File: src/rtl/seg_scan_mux.sv
// Six-digit multiplexed seven-segment scanner with frame snapshots, anti-ghost blanking,
// 16-level brightness PWM and colon output. All outputs are registered.
module seg_scan_mux #(
  parameter int unsigned SCAN_DIV  = 50000,
  parameter int unsigned BLANK_CYC = 500
) (
  input  logic       clk,
  input  logic       rst_n,
  input  logic [6:0] H1,
  input  logic [6:0] H2,
  input  logic [6:0] M1,
  input  logic [6:0] M2,
  input  logic [6:0] S1,
  input  logic [6:0] S2,
  input  logic [3:0] bright,
  input  logic       colon_en,
  output logic [6:0] seg_out,
  output logic       dp_n,
  output logic [5:0] an_n,
  output logic       frame_tick
);

  localparam int unsigned     CntW     = (SCAN_DIV > 1) ? $clog2(SCAN_DIV) : 1;
  localparam logic [CntW-1:0] SlotLast = CntW'(SCAN_DIV - 1);
  localparam logic [CntW-1:0] BlankEnd = CntW'(BLANK_CYC);

  logic [CntW-1:0] slot_q, slot_d;
  logic [2:0]      digit_q, digit_d;
  logic [3:0]      pwm_q, pwm_d;
  logic [5:0][6:0] pat_q;
  logic [3:0]      bright_q;
  logic            colon_q;

  logic            slot_end, capture, blank, lit;
  logic [6:0]      cur_pat, seg_d;
  logic [5:0]      an_d;
  logic            dp_d;

  // Slot / digit sequencing and PWM counter next state.
  always_comb begin
    slot_end = (slot_q == SlotLast);
    capture  = slot_end && (digit_q == 3'd5);
    blank    = (slot_q < BlankEnd);
    slot_d   = slot_end ? '0 : slot_q + CntW'(1);
    digit_d  = digit_q;
    if (slot_end) begin
      digit_d = (digit_q == 3'd5) ? 3'd0 : digit_q + 3'd1;
    end
    // PWM restarts every slot so each digit gets the same duty pattern.
    pwm_d = (slot_end || blank) ? 4'd0 : pwm_q + 4'd1;
  end

  // Display decode from shadows; registered below so outputs lag state by one cycle.
  always_comb begin
    lit = !blank && (pwm_q <= bright_q);
    unique case (digit_q)
      3'd0:    cur_pat = pat_q[0];
      3'd1:    cur_pat = pat_q[1];
      3'd2:    cur_pat = pat_q[2];
      3'd3:    cur_pat = pat_q[3];
      3'd4:    cur_pat = pat_q[4];
      3'd5:    cur_pat = pat_q[5];
      default: cur_pat = 7'h7F;
    endcase
    seg_d = 7'h7F;
    an_d  = 6'h3F;
    dp_d  = 1'b1;
    if (lit) begin
      seg_d = cur_pat;
      an_d  = ~(6'b1 << digit_q);
      dp_d  = ~(colon_q && ((digit_q == 3'd1) || (digit_q == 3'd3)));
    end
  end

  always_ff @(posedge clk or negedge rst_n) begin
    if (!rst_n) begin
      slot_q  <= '0;
      digit_q <= 3'd0;
      pwm_q   <= 4'd0;
    end else begin
      slot_q  <= slot_d;
      digit_q <= digit_d;
      pwm_q   <= pwm_d;
    end
  end

  // Shadows only change at the frame boundary, so a frame is never torn.
  always_ff @(posedge clk or negedge rst_n) begin
    if (!rst_n) begin
      pat_q    <= {6{7'h7F}};
      bright_q <= 4'd0;
      colon_q  <= 1'b0;
    end else if (capture) begin
      pat_q    <= {S2, S1, M2, M1, H2, H1};
      bright_q <= bright;
      colon_q  <= colon_en;
    end
  end

  always_ff @(posedge clk or negedge rst_n) begin
    if (!rst_n) begin
      seg_out    <= 7'h7F;
      dp_n       <= 1'b1;
      an_n       <= 6'h3F;
      frame_tick <= 1'b0;
    end else begin
      seg_out    <= seg_d;
      dp_n       <= dp_d;
      an_n       <= an_d;
      frame_tick <= capture;
    end
  end

endmodule

File: config.mk
export PLATFORM = sky130hd
export DESIGN_NAME = seg_scan_mux
export DESIGN_NICKNAME = d
export VERILOG_FILES = /design/src/rtl/seg_scan_mux.sv
export SDC_FILE = /design/constraint.sdc
export NUM_CORES = 1
export LEC_CHECK = 0
export CORE_AREA = 2 2 127 129
export CTS_BUF_LIST = sky130_fd_sc_hd__clkbuf_16
export CTS_CLUSTER_DIAMETER = 100
export CTS_CLUSTER_SIZE = 8
export DETAILED_ROUTE_END_ITERATION = 10
export DIE_AREA = 0 0 129 131
export REMOVE_ABC_BUFFERS = 1
export SYNTH_ARGS = -nofsm -noshare
export SYNTH_HDL_FRONTEND = slang
export SYNTH_SLANG_ARGS = --single-unit
File: constraint.sdc
create_clock -name clk -period 2.3 [get_ports clk]
set_input_delay 0.46 -clock clk [delete_from_list [all_inputs] [get_ports clk]]
set_output_delay 0.46 -clock clk [all_outputs]
set_load 0.005 [all_outputs]
## After elaboration in Yosys (flattened, before gate mapping)

Index checks and enable logic that the tools add are counted.

- Register bits after elaboration: 85
- Bits of input ports: 49
- Output and inout bits: 15
- Logic and storage cells: 43

- $add $sub $neg: 3
- $lt $le $gt $ge: 2
- Equality and inequality tests: 6
- Shift-type cells: 1
- Muxes and demuxes: 7
- Bitwise logic cells: 2
- Reduce and logical (&&, ||, !) cells: 7

Operators by type and width:

| operator | count |
|---|---|
| 7-bit one-hot mux with 6 select lines | 1 |
| 16-bit by 1-bit adder with 16-bit output (second input constant) | 1 |
| 16-bit == test (second input constant) | 1 |
| 16-bit by 9-bit < comparator with 1-bit output (second input constant) | 1 |
| 16-bit 2-to-1 mux | 1 |
| 7-bit 2-to-1 mux | 1 |
| 3-bit by 2-bit == test with 1-bit output (second input constant) | 2 |
| 3-bit == test (second input constant) | 2 |
| 6-bit 2-to-1 mux | 1 |
| 6-bit NOT | 1 |
| 1-bit by 3-bit left shift with 6-bit output (first input constant) | 1 |
| 4-bit by 1-bit adder with 4-bit output (second input constant) | 1 |
| 4-bit less-or-equal comparator | 1 |
| 4-bit 2-to-1 mux | 1 |
| 3-bit by 1-bit adder with 3-bit output (second input constant) | 1 |
| 3-bit by 1-bit == test with 1-bit output (second input constant) | 1 |
| 1-bit logical AND | 3 |
| 3-bit zero test | 1 |
| 3-bit 2-to-1 mux | 1 |
| 1-bit logical OR | 2 |
| 1-bit zero test | 1 |
| 1-bit 2-to-1 mux | 1 |
| 1-bit NOT | 1 |

## Logic depth before layout (Yosys ltp)

- Word-level depth: 5
- Gate-level depth with buffers: 8
- Mapped depth without buffers: 6

## Worst setup path before layout

OpenSTA, ideal clock, no wires.

- Path kind: flip-flop to flip-flop
- From: register digit_q[0]
- To: register seg_out[1]
- Library setup time: 0.102 ns
- Arrival time: 1.852 ns
- Required time: 2.198 ns
- Slack: 0.346 ns
- Stages on the path, launching flop included: 9
- Cell sequence: dfrtp_1 -> clkbuf_1 -> clkbuf_1 -> and2_1 -> ha_1 -> clkbuf_1 -> o21ai_0 -> o311ai_0 -> o2111ai_1

- Word-level cells in the longest chain between the ends: 3
- Elaborated cells between the ends (all ways): 8
- Those cells by class: eq/ne: 5; mux: 2; reduce/logical: 1

RTL lines:

| item | line | RTL |
|---|---|---|
| start: declaration | 28 | `logic [2:0] digit_q, digit_d;` |
| start signal: assignment | 82 | `digit_q <= digit_d;` |
| 3-bit == test (tied with other cells) | 56 | `unique case (digit_q)` |
| 7-bit one-hot mux with 6 select lines (*) | 56 |  |
| 7-bit 2-to-1 mux (*) | 68 | `if (lit) begin` |
| via seg_d[1] | 35 | `logic [6:0] cur_pat, seg_d;` |
| end signal: assignment | 107 | `seg_out <= seg_d;` |
| end: declaration | 17 | `output logic [6:0] seg_out,` |

The timed path passes the listed nets; every way through them passes the cells marked *.
A chain may end at the register's enable or synchronous reset.

## Worst setup path in the final report

- From: register slot_q[0]
- To: register colon_q

- Word-level cells in the longest chain between the ends: 2

RTL lines:

| item | line | RTL |
|---|---|---|
| start: declaration | 27 | `logic [CntW-1:0] slot_q, slot_d;` |
| start signal: assignment | 81 | `slot_q <= slot_d;` |
| 16-bit == test | 41 | `slot_end = (slot_q == SlotLast);` |
| 1-bit logical AND | 42 | `capture = slot_end && (digit_q == 3'd5);` |
| end signal: assignment | 96 | `colon_q <= colon_en;` |
| end: declaration | 32 | `logic colon_q;` |

Every way passes these cells.

==> results.env <==
CRITICAL_PATH_REQUIRED_NS=2.52
NETLIST.TOP_CELL.BY_AREA='sky130_fd_sc_hd__dfstp_2'
FINAL_MIN_PERIOD_OVER_CLOCK_PERIOD=0.912
CTS_INSERTED_BUFFERS=9
FLOORPLAN.ROWS=46
DIE-AREA_SQ_UM=16900
R2R-END='colon_q$_DFFE_PN0P_'
REGTOREGSETUPSLACK_NS=0.20
DRIVE_ABOVE_1_SHARE=0.295
ARRIVAL_NS=2.32
SETUP_VIOLATIONS=0
CRITICAL_PATH_CLASS='reg2reg'
MAX_STAGE_DELAY_NS=0.42
MIN_PATH_TYPE='in2async'
DRV.MAX_CAP_VIOLATION_COUNT=0
LEAKAGE_nW=2.09
IR_DROP_mV=0.290
PLACEMENT.SETUP.WORST_SLACK_NS=0.210
BOUNDARYPINS=64
POWERDENSITY_nW_PER_UM2=596
TIMING.FMAX_MHz=477
FILL_CELLS=1579
FIRST_ITER_VIOLATIONS=105
RUN_STATUS='finished, final reports clean'
TIMING_HOLD_VIOLATIONS_FINAL=0
WORST_R2R_STARTPOINT='slot_q[0]$_DFF_PN0_'
SYNTH-EDFF-COUNT=0
CLOCK_PATH_BUFFERS=2
YS_SEQ_ELEMENTS=85
GPL.FINAL_WEIGHTED_CONGESTION=0.815
REMAINING_GLOBAL_ROUTE_OVERFLOW=0
SYNTH_TOP_CELLS_BY_AREA='sky130_fd_sc_hd__dfstp_2, sky130_fd_sc_hd__dfrtp_1, sky130_fd_sc_hd__mux2_1'
FINALWORSTSETUPSLACK_NS=0.202
SYNTH_TOP_AREA_SHARE=0.383
ANTENNA_VIOLATIONS_BEFORE_REPAIR=0
INSERTEDDIODECOUNT=0
WORST_PATH_DOMINANT_CELL_FAMILY='simple AND/OR/NAND/NOR gates'
TIMING.HOLD.WS_NS=0.149
POST_SYNTHESIS_INSTANCE_TOTAL=293
TIMING.CRITICAL_PATH.CELLS='ha_1 > and3_1 > nand4_2 > nor2_4 > buf_12 > mux2_2'
SLEW_VIOL_FINAL=0
CRIT_FANOUT=47
FLOORPLAN.CORE_AREA_SQ_UM=15600
POSTCTSSETUPBUFFERS=0
SYNTHTOLAYOUTAREAGROWTH_PCT=31.3
WORST_PIN_SLEW_NS=0.622
CP-END-KIND='register'
ROUTED_WIRELENGTH_MM=8.45
DRC=0
WORST_PATH_MAX_DELAY_CELL='sky130_fd_sc_hd__dfrtp_1'
PATH_BUF_INV=1
CTS_HOLD_BUFFERS=0
DRTPASS1ITERATIONS=4
YOSYSWARNINGS=0
CTS_RESIZES=0
RSZ0062_AT_GRT='no'
MULTI_INPUT_COMB_AREA_SQ_UM=1530
SYNTHTOPCELLSBYCOUNT='sky130_fd_sc_hd__dfstp_2, sky130_fd_sc_hd__mux2_1, sky130_fd_sc_hd__dfrtp_1'
TRITONCTS='done'
CTS.SINKS=85
SYNTH_CELL_TYPE_COUNT=50
FF2FF_PATH_DEPTH=6
CELL_AREA_SYNTH_SQ_UM=3840
CTSHTREEMAXLEVEL=3
CRIT_PATH_START_KIND='register'
POSTSYNTH.ASYNCRESETSHARE=1.00
CLKLATENCYLATEPIN_NS=0.34
FIRST_GLOBAL_VIAS=2689
LAYOUT.AREA.SEQ_SQ_UM=2200
ANTENNA_LEFT=0
FINALPOWER_mW=3.01
CLOCK-SKEW-FINAL_NS=0.00568
VIAS=2532
SYNTH_SEQ_AREA_SHARE=0.572
MAXIMUM_NUMBER_OF_PINS_ON_ONE_NET_BEFORE_GLOBAL_ROUTE_REPAIR=50
SYNTH_TOP_FLOP_CELL='sky130_fd_sc_hd__dfstp_2'
WIRE_PER_INST_MICRONS=14.4
FINALCRITICALPERIOD_NS=2.10
DIE-WIDTH_MICRONS=129
DIE_H_MICRONS=131
VIAS_PER_CELL=4.33
DETAILED_PLACE_HPWL_MM=5.95
NUM-NETS-FINAL=420
SYN_AVG_CELL_AREA_SQ_UM=13.1
CTS.CLK_SLEW.WORST_PATHS_NS=0.06
GLOBAL_ROUTE_WIRE_LENGTH_BEFORE_REPAIR_MM=13.8
CTS_ROOT_BUF='sky130_fd_sc_hd__clkbuf_16'
PORT_BUFFERS=63
STARTING_UTILIZATION_OF_THE_CORE_AREA=0.246
STARTPOINT='slot_q[0]$_DFF_PN0_'
TIMING.SLEW.HEADROOM=0.586
GLOBAL_ROUTE.USAGE.TOTAL=0.106
SYNTH_MOST_COMMON_CELL='sky130_fd_sc_hd__dfstp_2'
per-layer routing:
layer / GRT usage / part of all wire
met5: 0 / 0
met4: 0.0307 / 0.012
met1: 0.143 / 0.45
met2: 0.166 / 0.48
met3: 0.0289 / 0.056
power by group:
group | leakage [nW] | switching, mW | total [mW] | internal [mW]
Sequential | 0.955 | 0 | 1.50 | 1.50
Combinational | 0.993 | 0.0433 | 0.118 | 0.0745
Clock | 0.145 | 0.565 | 1.39 | 0.825
Total | 2.09 | 0.608 | 3.01 | 2.40
state kept, by name, summed over array words and instances, names as in the netlist:
register,cells
bright_q,4
seg_out,7
slot_q,16
pat_q,42
colon_q,1
dp_n,1
digit_q,3
an_n,6
frame_tick,1
pwm_q,4
cells in the final DEF (no fill, tap or decap), drive strengths merged, types with 2 or more instances in the layout:
cell           synthesis  layout
nor2                  19      19
dfstp                 56      56
clkbuf                 5       9
a222oi                 3       3
dfrtp                 29      29
buf                    8      11
inv                   10      12
a21oi                  2       2
and2                   3       3
ha                     7       7
nor4                   3       3
nand4                  5       5
mux2                  48      48
a22oi                  3       3
clkinv                 0       3
mux4                   3       3
nand2b                 4       4
nand2                  9       9
nor3                   4       4
xor2                   9       9
xnor2                  7       7
or2                    3       3
o21ai                  5       5
clkdlybuf4s50          0      62
nand3                 20      20
and4                   3       3
nor2b                  3       3
and3                   4       4
a32oi                  2       2
nand3b                 2       2
through the flow:
| step | util | instances | TNS [ns] | cell area [sq um] |
|---|---|---|---|---|
| detailed placement | 0.305 | 569 | 0 | 4760 |
| floorplan | - | 280 | -19.81 | 3760 |
| CTS | 0.323 | 585 | 0 | 5040 |
| global route | 0.323 | 585 | 0 | 5040 |
| finish | 0.323 | 585 | 0 | 5040 |
| global placement | 0.305 | 569 | 0 | 4760 |
final cells by class:
type / instances / share of cell area
Clock inverter: 7 / 0.0117
Clock buffer: 9 / 0.0446
Inverter: 10 / 0.00744
Multi-Input combinational cell: 185 / 0.303
Sequential cell: 85 / 0.436
Tap cell: 216 / 0.0536
Timing Repair Buffer: 73 / 0.144
cell families (layout without fill, tap and decap cells):
kind of cell             after synthesis  after routing  share of synthesized area
AO/OA/AOI/OAI                         24             24                     0.0501
XOR/XNOR                              16             16                     0.0365
adder cells (fa/ha/maj)                7              7                     0.0228
buffers and inverters                 23             99                     0.0319
flip-flops                            85             85                      0.572
multiplexers                          52             52                      0.161
AND/OR/NAND/NOR                       86             86                      0.126
worst register-to-register path: stages, from the launching register on:
cell                      delay (ns)
sky130_fd_sc_hd__dfrtp_1        0.42
sky130_fd_sc_hd__ha_1           0.25
sky130_fd_sc_hd__and3_1         0.27
sky130_fd_sc_hd__nand4_2        0.22
sky130_fd_sc_hd__nor2_4         0.17
sky130_fd_sc_hd__buf_12         0.26
sky130_fd_sc_hd__mux2_2         0.39
how the worst max path moves through the flow:
| stage | to | cells after the start |
|---|---|---|
| 2_1_floorplan | colon_q$_DFFE_PN0P_ | 5 |
| 4_1_cts | colon_q$_DFFE_PN0P_ | 6 |
| 3_3_place_gp | colon_q$_DFFE_PN0P_ | 6 |
| 5_1_grt | colon_q$_DFFE_PN0P_ | 6 |
| 3_5_place_dp | colon_q$_DFFE_PN0P_ | 6 |
| 6_report | colon_q$_DFFE_PN0P_ | 6 |
Note: power is estimated with default switching activity, not from simulation.
